===== config.mk =====
export PLATFORM = sky130hd
export DESIGN_NAME = bus_copy_master
export DESIGN_NICKNAME = d
export VERILOG_FILES = /design/src/rtl/bus_copy_master.sv
export SDC_FILE = /design/constraint.sdc
export NUM_CORES = 1
export LEC_CHECK = 0
export BUFFER_PORTS_ARGS = -buffer_cell sky130_fd_sc_hd__buf_2
export CORE_UTILIZATION = 52
export DETAILED_ROUTE_END_ITERATION = 8
export HOLD_SLACK_MARGIN = 0.02
export PLACE_DENSITY = 0.86
export SLEW_MARGIN = 40
export SYNTH_ARGS = -nofsm -noshare
export SYNTH_HDL_FRONTEND = slang
export SYNTH_SLANG_ARGS = --single-unit

===== constraint.sdc =====
create_clock -name clk -period 2.8 [get_ports clk]
set_clock_uncertainty 0.15 [all_clocks]
set_input_delay 0.84 -clock clk [delete_from_list [all_inputs] [get_ports clk]]
set_output_delay 0.84 -clock clk [all_outputs]
set_load 0.01 [all_outputs]

===== src/rtl/bus_copy_master.sv =====
// bus_copy_master: second bus initiator that copies a block of 32-bit words from src to dst, one read-capture-write per word.
// Latency: start cycle + 1 REQ cycle + 3 cycles per word (grant held) + 1 DONE cycle.
// Backpressure: a low bus_gnt parks the master in REQ with bus_req high; abort lets the word in flight finish its write.
module bus_copy_master #(
    parameter int LEN_WIDTH = 12
) (
    input  logic                 clk,
    input  logic                 rst_n,
    input  logic                 start,
    input  logic                 abort,
    input  logic [31:0]          src_addr,
    input  logic [31:0]          dst_addr,
    input  logic [LEN_WIDTH-1:0] word_cnt,
    output logic                 busy,
    output logic                 done,
    output logic [LEN_WIDTH-1:0] remaining,
    output logic                 bus_req,
    input  logic                 bus_gnt,
    output logic [31:0]          bus_addr,
    output logic                 bus_we,
    output logic [3:0]           bus_be,
    output logic [31:0]          bus_wdata,
    input  logic [31:0]          bus_rdata
);

    typedef enum logic [2:0] {
        S_IDLE,
        S_REQ,
        S_RD,
        S_CAP,
        S_WR,
        S_DONE
    } state_t;

    state_t               state_q, state_d;
    logic [31:0]          src_q, src_d;
    logic [31:0]          dst_q, dst_d;
    logic [31:0]          data_q, data_d;
    logic [LEN_WIDTH-1:0] remaining_q, remaining_d;
    logic                 abort_pend_q, abort_pend_d;
    logic                 last_word;

    assign last_word = (remaining_q == LEN_WIDTH'(1));
    assign remaining = remaining_q;

    always_comb begin
        state_d      = state_q;
        src_d        = src_q;
        dst_d        = dst_q;
        data_d       = data_q;
        remaining_d  = remaining_q;
        abort_pend_d = abort_pend_q;
        busy         = 1'b0;
        done         = 1'b0;
        bus_req      = 1'b0;
        bus_addr     = 32'h0;
        bus_we       = 1'b0;
        bus_be       = 4'h0;
        bus_wdata    = 32'h0;

        // An abort seen while idle never sticks, so a simultaneous start wins.
        if (abort && state_q != S_IDLE) begin
            abort_pend_d = 1'b1;
        end

        case (state_q)
            S_IDLE: begin
                if (start) begin
                    src_d       = {src_addr[31:2], 2'b00};
                    dst_d       = {dst_addr[31:2], 2'b00};
                    remaining_d = word_cnt;
                    state_d     = (word_cnt == '0) ? S_DONE : S_REQ;
                end
            end
            S_REQ: begin
                busy    = 1'b1;
                bus_req = 1'b1;
                if (abort || abort_pend_q) begin
                    state_d = S_DONE;
                end else if (bus_gnt) begin
                    state_d = S_RD;
                end
            end
            S_RD: begin
                busy     = 1'b1;
                bus_req  = 1'b1;
                bus_addr = src_q;
                state_d  = S_CAP;
            end
            S_CAP: begin
                busy     = 1'b1;
                bus_req  = 1'b1;
                bus_addr = src_q;
                data_d   = bus_rdata;
                state_d  = S_WR;
            end
            S_WR: begin
                busy        = 1'b1;
                bus_req     = 1'b1;
                bus_addr    = dst_q;
                bus_we      = 1'b1;
                bus_be      = 4'hF;
                bus_wdata   = data_q;
                src_d       = src_q + 32'd4;
                dst_d       = dst_q + 32'd4;
                remaining_d = remaining_q - LEN_WIDTH'(1);
                // Grant held across the write lets the next word skip REQ.
                if (last_word || abort || abort_pend_q) begin
                    state_d = S_DONE;
                end else if (bus_gnt) begin
                    state_d = S_RD;
                end else begin
                    state_d = S_REQ;
                end
            end
            S_DONE: begin
                done         = 1'b1;
                abort_pend_d = 1'b0;
                state_d      = S_IDLE;
            end
            default: begin
                state_d = S_IDLE;
            end
        endcase
    end

    always_ff @(posedge clk or negedge rst_n) begin
        if (!rst_n) begin
            state_q      <= S_IDLE;
            src_q        <= 32'h0;
            dst_q        <= 32'h0;
            data_q       <= 32'h0;
            remaining_q  <= '0;
            abort_pend_q <= 1'b0;
        end else begin
            state_q      <= state_d;
            src_q        <= src_d;
            dst_q        <= dst_d;
            data_q       <= data_d;
            remaining_q  <= remaining_d;
            abort_pend_q <= abort_pend_d;
        end
    end

endmodule


==> key figures <==
Global route
  • GRT Util Overall: 30.49%
  • Global route total overflow: 0
  • First-pass GRT wire length: 30,360 um
  • Initial antenna violation count: 1
  • Largest net degree at the start of global routing: 44
  • Number of global-route vias before repair: 6,006

Placed design
  • Worst-case setup slack after placement: 0.2506 ns
  • Area after detailed placement: 7533 sq um
  • Number of port buffers: 190
  • Final HPWL from detailed placement: 12,820 um
  • GP Congestion: 0.9285
  • Number of placed instances, taps included: 1,021

Clock network
  • Clock tree sinks: 108
  • Max Root-Sink Buffers: 2
  • Inserted Clock Buffers: 9
  • Clock tree root driver cell: sky130_fd_sc_hd__clkbuf_16
  • Number of buffers added to fix hold violations after cts: 0
  • CTS H-Tree Depth: 3
  • TritonCTS clock tree: yes
  • Clock Pin Slew Worst Setup and Hold Paths: 0.07 ns
  • Insertion delay of the later-clocked pin in the worst-skew pair: 0.36 ns

Routing
  • DRT iter0 DRCs: 798
  • Routed Antenna Nets: 0
  • Residual DRC: 0
  • Wire length per cell: 18.33 um
  • Ratio of routed vias to standard cells: 6.343
  • Number of optimization iterations in the first detailed-route pass: 7
  • Total Wirelength: 19,100 um
  • Number of vias in the routed layout: 6,609

Finish
  • Proportion of layout cells with a drive suffix above 1: 31.88%
  • Post-route standard cell area excluding fillers: 8008 sq um
  • Post-route non-filler standard cell count: 1,042
  • Final-stage net count: 1,006
  • Most common cell after layout, fill and taps aside: sky130_fd_sc_hd__buf_2
  • Utilization of the core after routing: 66.95%
  • Area added between synthesis and finish: 25.76%
  • Most used cells in the layout excluding fill and tap cells: sky130_fd_sc_hd__buf_2, sky130_fd_sc_hd__dfrtp_1, sky130_fd_sc_hd__nand2_1, sky130_fd_sc_hd__o21ai_0, sky130_fd_sc_hd__a21oi_1

STA
  • Post-route minimum period: 2.771 ns
  • Hold slack final: 0.2722 ns
  • Fraction of the cycle the final worst path needs: 98.97%
  • Count of final setup violators: 0
  • Measured slew at the worst slew-check pin: 0.5724 ns
  • Total count of hold-check failures in the final report: 0
  • Post-Route Setup TNS: 0 ns
  • Slew Limit Headroom: 61.55%
  • Final worst slack: 0.02895 ns
  • RSZ-0062 raised after global routing: yes
  • Highest Clock Rate: 0.3609 GHz
  • Final number of max-transition violations: 0

Setup path
  • Worst Path Required: 1.81 ns
  • Element type at the critical path start: register
  • Crit Path Category: register to primary output
  • WP data arrival: 1.78 ns
  • Type of destination of the critical path: primary output
  • Worst-path maximum fanout: 16

Logic synthesis
  • Count of synthesis-stage warnings from yosys: 0
  • Netlist Area Pre-Place: 6367 sq um
  • Sequential share of the synthesized area: 42.44%
  • Number of enable-type register cells in the synthesized netlist: 0
  • Syn Inst Count: 719
  • Number of library cell types mapped by synthesis: 63
  • Fraction of registers with async set/reset: 100.0%
  • Post-synth top flop: sky130_fd_sc_hd__dfrtp_1
  • Share of Yosys cell area claimed by the top area cell type: 42.44%
  • Yosys top cell by area: sky130_fd_sc_hd__dfrtp_1
  • Average instance area after synthesis: 8.856 sq um
  • Count of state elements after synthesis: 108
  • Cells taking the most area after synthesis: sky130_fd_sc_hd__dfrtp_1, sky130_fd_sc_hd__mux2_2, sky130_fd_sc_hd__o21ai_0

Power and ir drop
  • Leak Pwr: 3.724 nW
  • Overall power: 8.672 mW
  • IR Drop Worst-Case VDD: 0.0005435 V
  • Areal power density over the cells: 1083 nW/um^2

Run
  • Max-cap violations: 0

Floorplanning
  • Starting density of the core: 53.23%
  • Die outline height: 112.7 um
  • Placeable Area: 11,960 sq um
  • Io pins: 197
  • Die footprint: 12,690 sq um
  • Number of placement rows: 40
  • Horiz. Die Dim: 112.7 um

Hold path
  • Worst hold-check path type: input port to asynchronous set/reset pin

Outcome
  • Status: finished clean
## routing by layer
layer,global-route usage (%),share of wire [%],wire (um),vias to the layer above
li1,-,-,-,2997
met1,40.87,40,7570,3118
met2,49.01,48,9212,437
met3,6.479,9.2,1764,57
met4,10.67,2.9,549,0
met5,0,0,0,-
## Yosys cell counts (all sizes together) (17+ instances only)
cell type	instances
buf	23
a22oi	17
nor2	40
mux2	32
a22o	23
a21oi	44
clkbuf	39
and2	35
nand4	21
nand2	75
dfrtp	108
o21ai	57
nand3	34
## power by group
part | total [mW] | switching (mW) | internal [mW]
sequential | 3.21 | 0.903 | 2.31
clock | 1.41 | 0.620 | 0.789
combinational | 4.05 | 2.21 | 1.84
total | 8.67 | 3.73 | 4.94
## worst paths after layout
check	slack, ns	from	cells after the start	end
max	0.03	state_q[1]	5	bus_addr[19]
min	0.27	rst_n	1	data_q[23]
max reg2reg	0.47	state_q[1]	7	src_q[13]
min reg2reg	0.35	data_q[27]	1	data_q[27]
max in group asynchronous	1.62	rst_n	2	dst_q[4]
min in group clk	0.35	data_q[27]	1	data_q[27]
## logic make-up after synthesis
| group | Yosys count | share of synthesized area [%] |
|---|---|---|
| and+or+nand+nor | 267 | 21.67 |
| AOI/OAI and AO/OA | 215 | 22.20 |
| DFF | 108 | 42.44 |
| buffers and inverters | 78 | 5.207 |
| muxes | 34 | 5.974 |
| xor gates and xnor gates | 12 | 1.651 |
| adders and majority gates | 4 | 0.7860 |
| other | 1 | 0.05889 |
## cell type report
class                      instances  area (sq um)
fill                             971          3954
multi-input combinational        534          3362
sequential                       108          2703
timing repair buffer             220          1361
clock buffer                       9         225.2
tap                              147         183.9
clock inverter                     7         97.59
inverter                          16         72.57
antenna                            1         2.502
## worst max-delay path: stages (launching register included)
cell	delay [ns]
sky130_fd_sc_hd__dfrtp_1	0.38
sky130_fd_sc_hd__or3b_4	0.44
sky130_fd_sc_hd__clkinv_8	0.11
sky130_fd_sc_hd__buf_12	0.16
sky130_fd_sc_hd__a22o_1	0.18
sky130_fd_sc_hd__buf_2	0.14
## state kept, by name, summed over array words and instances (netlist names)
name	flops
state_q	3
abort_pend_q	1
dst_q	30
remaining	12
src_q	30
data_q	32
## repair_timing
| item | in CTS | in global routing |
|---|---|---|
| setup endpoints to repair | 64 | 30 |
| buffers inserted | 0 | 1 |
| gates cloned | 2 | 1 |
| gates resized for setup | 9 | 8 |
| pin swaps | 0 | 1 |
(Power assumes the default switching activity.)
